**config.mk**
```make
export PLATFORM = sky130hd
export DESIGN_NAME = test
export DESIGN_NICKNAME = d
export VERILOG_FILES = /design/src/rtl/test.sv
export SDC_FILE = /design/constraint.sdc
export NUM_CORES = 1
export LEC_CHECK = 0
export BUFFER_PORTS_ARGS = -buffer_cell sky130_fd_sc_hd__buf_2
export CORE_AREA = 2 2 39 41
export DETAILED_ROUTE_END_ITERATION = 10
export DIE_AREA = 0 0 41 43
export PLACE_DENSITY_LB_ADDON = 0.3
export SETUP_SLACK_MARGIN = 0.4
export SYNTH_ARGS = -nofsm -noshare
export SYNTH_HDL_FRONTEND = slang
export SYNTH_SLANG_ARGS = --single-unit
export TNS_END_PERCENT = 20
```
**constraint.sdc**
```tcl
create_clock -name clk -period 2.8 [get_ports clk]
set_input_delay 0.28 -clock clk [delete_from_list [all_inputs] [get_ports clk]]
set_output_delay 0.28 -clock clk [all_outputs]
set_load 0.05 [all_outputs]
```
**src/rtl/test.sv**
```systemverilog
// test: half adder with registered result and saturating carry-event counter
module test #(
    parameter int CNT_W = 8
) (
    input  logic             clk,
    input  logic             rst,
    input  logic             a,
    input  logic             b,
    output logic             sum,
    output logic             carry,
    output logic             sum_q,
    output logic             carry_q,
    input  logic             cnt_clr,
    output logic [CNT_W-1:0] carry_cnt,
    output logic             cnt_sat
);
    assign sum     = a ^ b;
    assign carry   = a & b;
    assign cnt_sat = &carry_cnt;

    // Register the adder result and count edges sampled with carry set, clear first, sticking at all-ones
    always_ff @(posedge clk or posedge rst) begin
        if (rst) begin
            sum_q     <= 1'b0;
            carry_q   <= 1'b0;
            carry_cnt <= '0;
        end else begin
            sum_q     <= sum;
            carry_q   <= carry;
            if (cnt_clr)
                carry_cnt <= '0;
            else if (carry && !cnt_sat)
                carry_cnt <= carry_cnt + 1'b1;
        end
    end
endmodule

```
After elaboration in Yosys (flattened, before gate mapping)
Index checks and enable logic that the tools add are counted.

Flip-flop bits (word level): 10. Input bits: 5. Output and inout bits: 13. Logic and storage cells: 12.

Add/subtract/negate cells: 1. Multiplexer cells: 2. Bitwise logic cells: 2. Reduce and logical (&&, ||, !) cells: 4.

Operator list (count): $mux 8 (2); $add 8x1->8 const B (1); $reduce_and 8->1 (1); $reduce_bool 2->1 (1); $and 1x1->1 (1); $logic_and 1x1->1 (1); $logic_not 1->1 (1); $xor 1x1->1 (1).

Longest topological paths before layout
Gate-level depths: netlist of run 1.

Depth in word-level cells: 5. Mapped depth: 4. Mapped depth without buffers: 4.

Least setup slack after synthesis of run 1
Ideal clock, no wire load.

Kind: register to output. Start: register carry_cnt[0]. End: output port cnt_sat. Data arrival time: 1624 ps. Required time: 2520 ps. Slack: 896 ps. Cell stages (with the launch flop): 4. Buffers on the path: 0. Path through: dfrtp_1 -> ha_1 -> and3_2 -> and2_1.

Longest elaborated chain between the ends: 1.

Ends and longest elaborated chain: start, declared (line 14) `output logic [CNT_W-1:0] carry_cnt,`; start signal, assigned (line 33) `carry_cnt <= carry_cnt + 1'b1;`; $reduce_and 8->1 (line 19) `assign cnt_sat = &carry_cnt;`; end, declared (line 15) `output logic cnt_sat`.

No other way between the ends.

Worst setup path after layout of run 1
Ends and elaborated chain as after synthesis.

==> results of run 1 <==
layout by cell type, fill, tap and decap left out, types with 2 or more instances in the layout:
master / n
nand3_1: 3
clkbuf_4: 3
nor2_1: 4
buf_2: 17
nor2b_1: 4
nand2_1: 3
and2_1: 2
ha_1: 2
a21oi_1: 3
inv_1: 2
nand4_1: 2
and4_1: 2
mux2_4: 4
dfrtp_1: 10
area by class of cell:
| type | count | area share, % |
|---|---|---|
| Multi-Input combinational cell | 40 | 43.87 |
| Sequential cell | 10 | 35.52 |
| Timing Repair Buffer | 18 | 13.50 |
| Clock buffer | 3 | 3.197 |
| Tap cell | 16 | 2.842 |
| Inverter | 2 | 1.066 |
worst max-delay path, delay by kind of cell, from the launching register on:
| kind | cells | cell delay (ps) |
|---|---|---|
| buf+inv | 1 | 200 |
| simple gates | 2 | 420 |
| flops | 1 | 410 |
| fa+ha+maj | 1 | 260 |
timing repair:
item / in CTS / in global routing
buffers inserted: 0 / 0
hold buffers: 1 / 0
endpoints found under the hold margin: 10 / 0
worst min-delay path by stage:
stage               slack, ps                        to  cells past startpoint  from
floorplan                 120  carry_cnt[0]$_DFFE_PP0P_                      1   rst
global placement          280         carry_q$_DFF_PP0_                      2   rst
detailed placement        280         carry_q$_DFF_PP0_                      2   rst
CTS                       250           sum_q$_DFF_PP0_                      2     b
global route              250           sum_q$_DFF_PP0_                      2     b
finish                    250           sum_q$_DFF_PP0_                      2     b
per-stage QoR:
step / total power (W) / hold WS [ps] / instances / cell area, um^2
CTS: 0.0002962 / 247.1 / 89 / 704.4
global route: 0.0003089 / 254.8 / 89 / 704.4
floorplan: 0.0001910 / 120.2 / 54 / 581.8
finish: 0.0002916 / 248.3 / 89 / 704.4
global placement: 0.0002014 / 282.4 / 85 / 671.9
detailed placement: 0.0002015 / 276.0 / 85 / 671.9
power groups by stage:
stage               clock network, W  logic (W)  registers [W]
global route                0.000105  0.0000528       0.000151
global placement                   0  0.0000484       0.000153
finish                     0.0000921  0.0000490       0.000150
floorplan                          0  0.0000237       0.000167
detailed placement                 0  0.0000484       0.000153
CTS                        0.0000961  0.0000497       0.000150
synth_stat cells:
cell type / n
nand4_1: 2
a21oi_2: 1
a21boi_2: 1
o211ai_1: 1
and3_2: 1
inv_1: 2
o21bai_1: 1
dfrtp_1: 10
and2_1: 2
a21oi_1: 3
ha_1: 2
o311a_1: 1
nor3_1: 1
mux2_4: 4
mux2i_1: 1
nand2_1: 3
clkbuf_1: 1
and4_1: 2
nor3b_1: 1
buf_6: 1
nor2b_1: 4
nand3_1: 3
nand2b_1: 1
a21boi_4: 1
nor2_1: 4
sequential cells by signal (all words and copies together) (netlist names):
| register | cells |
|---|---|
| carry_cnt | 8 |
| sum_q | 1 |
| carry_q | 1 |
metal layers:
metal | global-route usage [%] | vias up
met5 | 0 | -
met4 | 6.000 | 0
met3 | 7.853 | 2
met2 | 21.25 | 8
met1 | 17.43 | 204
li1 | - | 234
cells by family (layout without fill, tap and decap cells):
kind of cell / Yosys count / in the layout / synth area share (%)
compound gates: 9 / 9 / 13.55
simple gates: 24 / 24 / 23.22
buf+inv: 4 / 23 / 3.871
fa+ha+maj: 2 / 2 / 4.300
mux: 5 / 5 / 12.04
flops: 10 / 10 / 43.01
==> metrics, run 1 <==
status=completed; Die Height=43 um; share of cells above drive strength 1=38.36%; GPL Wtd Cong=0.7774; register area=250.2 um^2; sw frac=27.54%; first-pass GRT wire length=1676 um; Core ar.=1384 um^2; largest net degree at the start of global routing=12; DRC Markers=0; Setup CP Type=flop to output port; Flop pwr share=51.6%; Max IR drop VDD=0.3563 mV; Crit-path slowest cell=dfrtp_1; Vias=448; vias in the first global route=378; 1st-pass router iterations=4; Syn. warnings=0; final core utilization=50.90%; initial antenna violation count=0; internal power=0.0002113 W; Global Route Usage Sum=14.66%; drt initial violations=8; die area=1763 um^2; Sw Pwr=0.00008029 W; PD cells=413.9 nW/um^2; Critical Path End=cnt_sat; antenna-violating nets left=0; RSZ-0062 raised after global routing=no; CP Cell Sequence=ha_1 -> and3_2 -> and2_1 -> buf_2; Comb pwr share=16.8%; Clock Latency Late Sink=260 ps; Synth top area share=43.01%; Via density=5.034; register bit total from synthesis=10; Rel. slew slack=75.17%; # rows=14; Period Utilization, post-route=65.25%; post-cts sizing count=0; clock buffer depth=2; layout net count=82; CTS Root Cell=clkbuf_4; fin crit period=1827 ps; mapped cell area=581.8 um^2; worst setup margin=973.0 ps; post-synthesis average cell area=10.77 um^2; Clk network pwr share=31.6%; FILL cells=146; Clk pin slew, worst setup/hold paths=60 ps; crit start category=flop; Worst Setup SP=carry_cnt[0]$_DFFE_PP0P_; Remaining Overflow, GRT=0; Final Hold Vio Count=0; met3 WL post-DR=52 um; WL met2=525 um; Worst Setup End Kind=output port; Inserted Diodes=0; Metal-1 WL=480 um; PortBufs=17; routed len/inst=12.04 um; Initial Util=42.04%; Seq/Total Area, Yosys=43.01%; Worst-Margin Slew=372.1 ps; pre-CTS setup slack=1244 ps; total of max-cap violations=0; Hold WC Path Type=input port to flop; Layout area overhead=21.08%; setup TNS=0 ps; RR Startpoint=carry_cnt[0]$_DFFE_PP0P_; Final Max Slew Viols=0; Worst Clk Skew=2.697 ps; Die X=41 um; Post-DP HPWL=797.2 um; Synth Net Count=61; clock tree from TritonCTS=yes; Final setup viols=0; H-Tree Depth=1; CP max FO=5; area leader, netlist=dfrtp_1; cell count after synthesis=54; FF-to-FF End=carry_cnt[0]$_DFFE_PP0P_; total wire length=1072 um; Multi-input gate area=309.0 um^2; io pins=18; LEAKAGE=0.3601 nW; Max Clock Freq=547.3 MHz; flop2flop setup slack=1270 ps; Distinct cells, synth=25; Clock Sink Count=10; DR top layer=met4; total CTS buffers=3; CP arrival=1550 ps; Worst Reg2Reg Path Length in Cells=4; CP peak stage delay=410 ps; Required @ worst endpoint=2520 ps; largest cells by area after synthesis=dfrtp_1 43%, mux2_4 10%, ha_1 4.3%
Note: power is estimated with default switching activity, not from simulation.
==> run 2, diff against run 1 <==
Clock period 2.8 ns to 1.7 ns, I/O delays scaled along.
==> run 2 against run 1 <==
Via count increased by 8.0%. Design area increased by 11%. Worst hold slack got worse by 100 ps. Power increased by 90%. Clock-buffer cell count increased by 1. Critical endpoint unchanged. Largest cell class unchanged.
==> metrics, run 2 (synthesis results as in run 1) <==
PD cells=705.8 nW/um^2 (+71%); Comb pwr share=15.3% (-1.5 points); worst setup margin=172.6 ps (-800.4 ps); LEAKAGE=0.3688 nW (+2.4%); Max IR drop VDD=0.3778 mV (+6.0%); largest net degree at the start of global routing=12 (unchanged); DRC Markers=0 (unchanged); Biggest register=carry_cnt; Post-DP HPWL=833.4 um (+4.5%); GPL Wtd Cong=0.7548 (-2.9%); # rows=14 (unchanged); CP arrival=1360 ps (-190 ps); Hold WC Path Type=input port to flop; fin crit period=1527 ps; clock buffer depth=2 (unchanged); Worst Setup End Kind=output port; internal power=0.0003998 W (+89%); Clk network pwr share=39.7% (+8.1 points); commonest non-fill, non-tap cells in the layout=16 x buf_2, 8 x dfrtp_2, 4 x nor2b_1, 4 x nor2_1, 4 x mux2_4; hold_ws=146.6 ps (-101.7 ps); biggest registers after layout=carry_cnt x8, carry_q x1, sum_q x1; Global Route Usage Sum=16.04% (+1.4 points); Final Max Slew Viols=0 (unchanged); Worst Clk Skew=0.4576 ps (-2.240 ps); routed len/inst=12.78 um (+6.1%); vias in the first global route=446 (+18%); drt initial violations=7 (-1); sw frac=27.80% (+0.27 points); CP max FO=5 (unchanged); Final setup viols=0 (unchanged); Largest register FFs=8 (unchanged); die area=1763 um^2 (unchanged); 1st-pass router iterations=4 (unchanged); final core utilization=56.69% (+5.8 points); crit start category=flop; Crit-path slowest cell=dfrtp_2; Required @ worst endpoint=1530 ps (-990 ps); Final Hold Vio Count=0 (unchanged); Die Height=43 um (unchanged); H-Tree Depth=1 (unchanged); Rel. slew slack=74.39% (-0.78 points); fin area=784.5 um^2 (+11%); most common cell after layout, fill and taps aside=buf_2; Setup CP Type=flop to output port; Worst Path Buf+Inv=1 (unchanged); Clock Sink Count=10 (unchanged); CP Cell Sequence=ha_4 -> and3_4 -> and2_4 -> buf_8; Vias=484 (+8.0%); pre-CTS setup slack=282.2 ps (-961.6 ps); Clock Latency Late Sink=270 ps (about the same); layout net count=85 (+3.7%); cell family with most CP delay=flip-flops; total of max-cap violations=0 (unchanged); Clk pin slew, worst setup/hold paths=70 ps (about the same); initial antenna violation count=0 (unchanged); share of cells above drive strength 1=57.14% (+19 points); antenna-violating nets left=0 (unchanged); Sw Pwr=0.0001540 W (+92%); Worst-Margin Slew=383.8 ps (+11.66 ps); Layout area overhead=34.84%; Flop pwr share=45.0% (-6.6 points); first-pass GRT wire length=1849 um (+10%); status=completed; dpl cell area=701.9 um^2 (+4.5%); Core ar.=1384 um^2 (unchanged); Period Utilization, post-route=89.85%; clock tree from TritonCTS=yes; Die X=41 um (unchanged); total CTS buffers=3 (unchanged); CTS Root Cell=clkbuf_4; setup TNS=0 ps (unchanged); Via density=5.204 (+3.4%); Remaining Overflow, GRT=0 (unchanged); Max Clock Freq=654.7 MHz; RSZ-0062 raised after global routing=yes; io pins=18 (unchanged); Inserted Diodes=0 (unchanged); Initial Util=42.04% (unchanged); PortBufs=17 (unchanged); total wire length=1189 um (+11%); CP peak stage delay=440 ps (+30 ps)
## run 2: changes by cell type in the layout (fill, tap and decap cells not counted), sizes merged
cell	change
buf	+3
clkbuf	+1
## run 2: routing by layer
| metal | wire length, um | global-route usage, % |
|---|---|---|
| met1 | 496 | 18.33 |
| met2 | 637 | 26.56 |
| met3 | 42 | 3.141 |
| met4 | 12 | 8.000 |
| met5 | 0 | 0 |
## run 2: area by class of cell
type / count / area [um^2]
clock buffers: 4 / 36.28
multi-input cells: 40 / 332.8
repair buffers: 21 / 127.6
well taps: 16 / 20.02
fillers: 117 / 599.3
inverters: 2 / 7.507
flip-flops and latches: 10 / 260.3
## run 2: power groups by stage
stage,Combinational [W],Sequential (W),Clock (W)
after detailed placement,0.0000818,0.000254,0
final,0.0000848,0.000249,0.000220
after floorplan,0.0000412,0.000277,0
after global placement,0.0000816,0.000254,0
after global routing,0.0000915,0.000250,0.000234
after CTS,0.0000856,0.000249,0.000224
## run 2: metrics by stage
step | power, W | cells
after floorplan | 0.0003185 | 54
after global placement | 0.0003353 | 85
after detailed placement | 0.0003362 | 85
after CTS | 0.0005591 | 93
after global routing | 0.0005756 | 93
final | 0.0005537 | 93
## run 2: worst paths after layout
check	start	endpoint	slack, ps	cells after the start
max	carry_cnt[0]$_DFFE_PP0P_	cnt_sat	170	4
min	b	sum_q$_DFF_PP0_	150	2
max reg2reg	carry_cnt[0]$_DFFE_PP0P_	carry_cnt[0]$_DFFE_PP0P_	200	5
min reg2reg	carry_cnt[2]$_DFFE_PP0P_	carry_cnt[2]$_DFFE_PP0P_	660	2
max in group asynchronous	rst	carry_cnt[1]$_DFFE_PP0P_	990	3
min in group asynchronous	rst	sum_q$_DFF_PP0_	420	3
## run 2: timing repair
action | 4_1_cts | 5_1_grt
hold endpoints to repair | 10 | 0
resized for setup | 5 | 1
buffers inserted | 3 | 0
hold buffers | 1 | 0
setup endpoints to repair | 5 | 8
pin swaps | 1 | 1
==> run 3, diff against run 2 <==
Settings changed: CORE_AREA 2 2 39 41 to default, CORE_UTILIZATION from default to 30, DIE_AREA 0 0 41 43 to default.
==> run 3 against run 2 <==
Register-to-register slack barely moved. Fmax rose by 2.2%. Combinational power rose by 5.1%. Final cell count rose by 11%.
==> metrics, run 3 (synthesis results as in run 1) <==
status=completed; Rel. slew slack=73.48% (-0.90 points); Worst-Margin Slew=397.3 ps (+13.53 ps); initial antenna violation count=0 (unchanged); commonest non-fill, non-tap cells in the layout=16 x buf_2, 8 x dfrtp_2; CP max FO=2 (-3); most common cell after layout, fill and taps aside=buf_2; total wire length=1177 um (-1.0%); fin crit period=1494 ps (-32.97 ps); Remaining Overflow, GRT=0 (unchanged); Final Max Slew Viols=0 (unchanged); layout net count=86 (+1.2%); crit start category=flop; drt initial violations=9 (+2); RR Startpoint=carry_cnt[0]$_DFFE_PP0P_; Comb pwr share=16.1% (+0.8 points); Worst Setup End Kind=flop; LEAKAGE=0.3740 nW (+1.4%); Max Clock Freq=669.1 MHz (+2.2%); RSZ-0062 raised after global routing=yes; first-pass GRT wire length=1945 um (+5.2%); Max IR drop VDD=0.3259 mV (-14%); Final setup viols=0 (unchanged); Hold WC Path Type=input port to flop; Vias=491 (+1.4%); Setup CP Type=flop to flop; Required @ worst endpoint=1850 ps (+320 ps); io pins=18 (unchanged); clock tree from TritonCTS=yes; Layout area overhead=38.06%; H-Tree Depth=1 (unchanged); largest net degree at the start of global routing=12 (unchanged); Core ar.=1764 um^2 (+27%); worst hold path startpoint=b; GPL Wtd Cong=0.7026 (-6.9%); total of max-cap violations=0 (unchanged); Clock Latency Late Sink=260 ps (about the same); fin area=803.3 um^2 (+2.4%); dpl cell area=713.2 um^2 (+1.6%); Final Hold Vio Count=0 (unchanged); clock buffer depth=2 (unchanged); 1st-pass router iterations=4 (unchanged); Worst Clk Skew=2.529 ps (+2.072 ps); Largest register FFs=8 (unchanged); CP arrival=1650 ps (+290 ps); Clk pin slew, worst setup/hold paths=70 ps (about the same); sw frac=27.32% (-0.48 points); die area=2120 um^2 (+20%); Flop pwr share=44.9% (about the same); vias in the first global route=432 (-3.1%); total CTS buffers=3 (unchanged); Inserted Diodes=0 (unchanged); Die X=46.04 um (+12%); internal power=0.0004022 W (+0.60%); Initial Util=32.98% (-9.1 points); CTS Root Cell=clkbuf_4; share of cells above drive strength 1=57.69% (+0.55 points); # rows=15 (+1); Via density=4.767 (-8.4%); biggest registers after layout=carry_cnt x8, carry_q x1, sum_q x1; DRC Markers=0 (unchanged); Die Height=46.04 um (+7.1%); Sw Pwr=0.0001512 W (-1.8%); PD cells=688.9 nW/um^2 (-2.4%); PortBufs=17 (unchanged); Clk network pwr share=39.0% (-0.7 points); antenna-violating nets left=0 (unchanged); Biggest register=carry_cnt; Post-DP HPWL=832.9 um (about the same); setup TNS=0 ps (unchanged); Period Utilization, post-route=87.91% (-1.9 points); Global Route Usage Sum=13.02% (-3.0 points); routed len/inst=11.43 um (-11%); Clock Sink Count=10 (unchanged); Worst Setup SP=carry_cnt[0]$_DFFE_PP0P_
run 3: cell count changes in the layout (fill, tap and decap cells not counted):
| cell | previous run | this run |
|---|---|---|
| buf_4 | 3 | 4 |
run 3: routing by layer:
metal	wire [um]	share of wire (%)	global-route usage (%)	vias up
li1	-	-	-	244
met1	564	48	16.79	234
met2	548	47	20.28	11
met3	45	3.8	3.571	2
met4	19	1.6	5.294	0
met5	0	0	0	-
run 3: final cells by class:
type | count | area [um^2]
multi-input combinational | 40 | 332.8
fill | 194 | 960.9
sequential | 10 | 260.3
clock buffer | 4 | 36.28
inverter | 2 | 7.507
timing repair buffer | 22 | 135.1
tap | 25 | 31.28
run 3: power groups by stage:
| stage | logic [W] | clock network (W) | registers (W) |
|---|---|---|---|
| after floorplan | 0.0000412 | 0 | 0.000277 |
| after global placement | 0.0000822 | 0 | 0.000254 |
| after detailed placement | 0.0000822 | 0 | 0.000254 |
| after CTS | 0.0000897 | 0.000225 | 0.000248 |
| after global routing | 0.0000959 | 0.000237 | 0.000249 |
| final | 0.0000891 | 0.000216 | 0.000248 |
run 3: final timing paths:
check                      slack [ps]  depth (start not counted)                       end
min in group asynchronous         430                          3         carry_q$_DFF_PP0_
hold / removal                    150                          2           sum_q$_DFF_PP0_
setup / recovery                  210                          5  carry_cnt[0]$_DFFE_PP0P_
hold reg to reg                   650                          2  carry_cnt[2]$_DFFE_PP0P_
setup reg to reg                  210                          5  carry_cnt[0]$_DFFE_PP0P_
max in group asynchronous         970                          3  carry_cnt[6]$_DFFE_PP0P_
run 3: timing repair:
| item | in CTS | in global routing |
|---|---|---|
| setup endpoints to repair | 5 | 7 |
| hold endpoints to repair | 10 | 0 |
| resized for setup | 6 | 0 |
| pin swaps | 1 | 0 |
| hold buffers | 1 | 0 |
| setup buffers | 4 | 0 |
| cloned | 0 | 0 |
run 3: stage by stage:
stage | total power, W | worst slack, ps | utilization (%) | cells | hold slack, ps
floorplan | 0.0003185 | 207.5 | - | 54 | 9.638
global placement | 0.0003358 | 280.1 | 40.43 | 94 | 175.2
detailed placement | 0.0003365 | 283.6 | 40.43 | 94 | 174.7
CTS | 0.0005631 | 198.8 | 45.53 | 103 | 145.7
global route | 0.0005818 | 165.3 | 45.53 | 103 | 148.3
finish | 0.0005533 | 205.6 | 45.53 | 103 | 151.8
run 3: critical path: stages (launching register included):
cell and delay (ps):
dfrtp_2 430, ha_4 160, and3_4 170, buf_4 140, a21boi_4 170, mux2_4 310
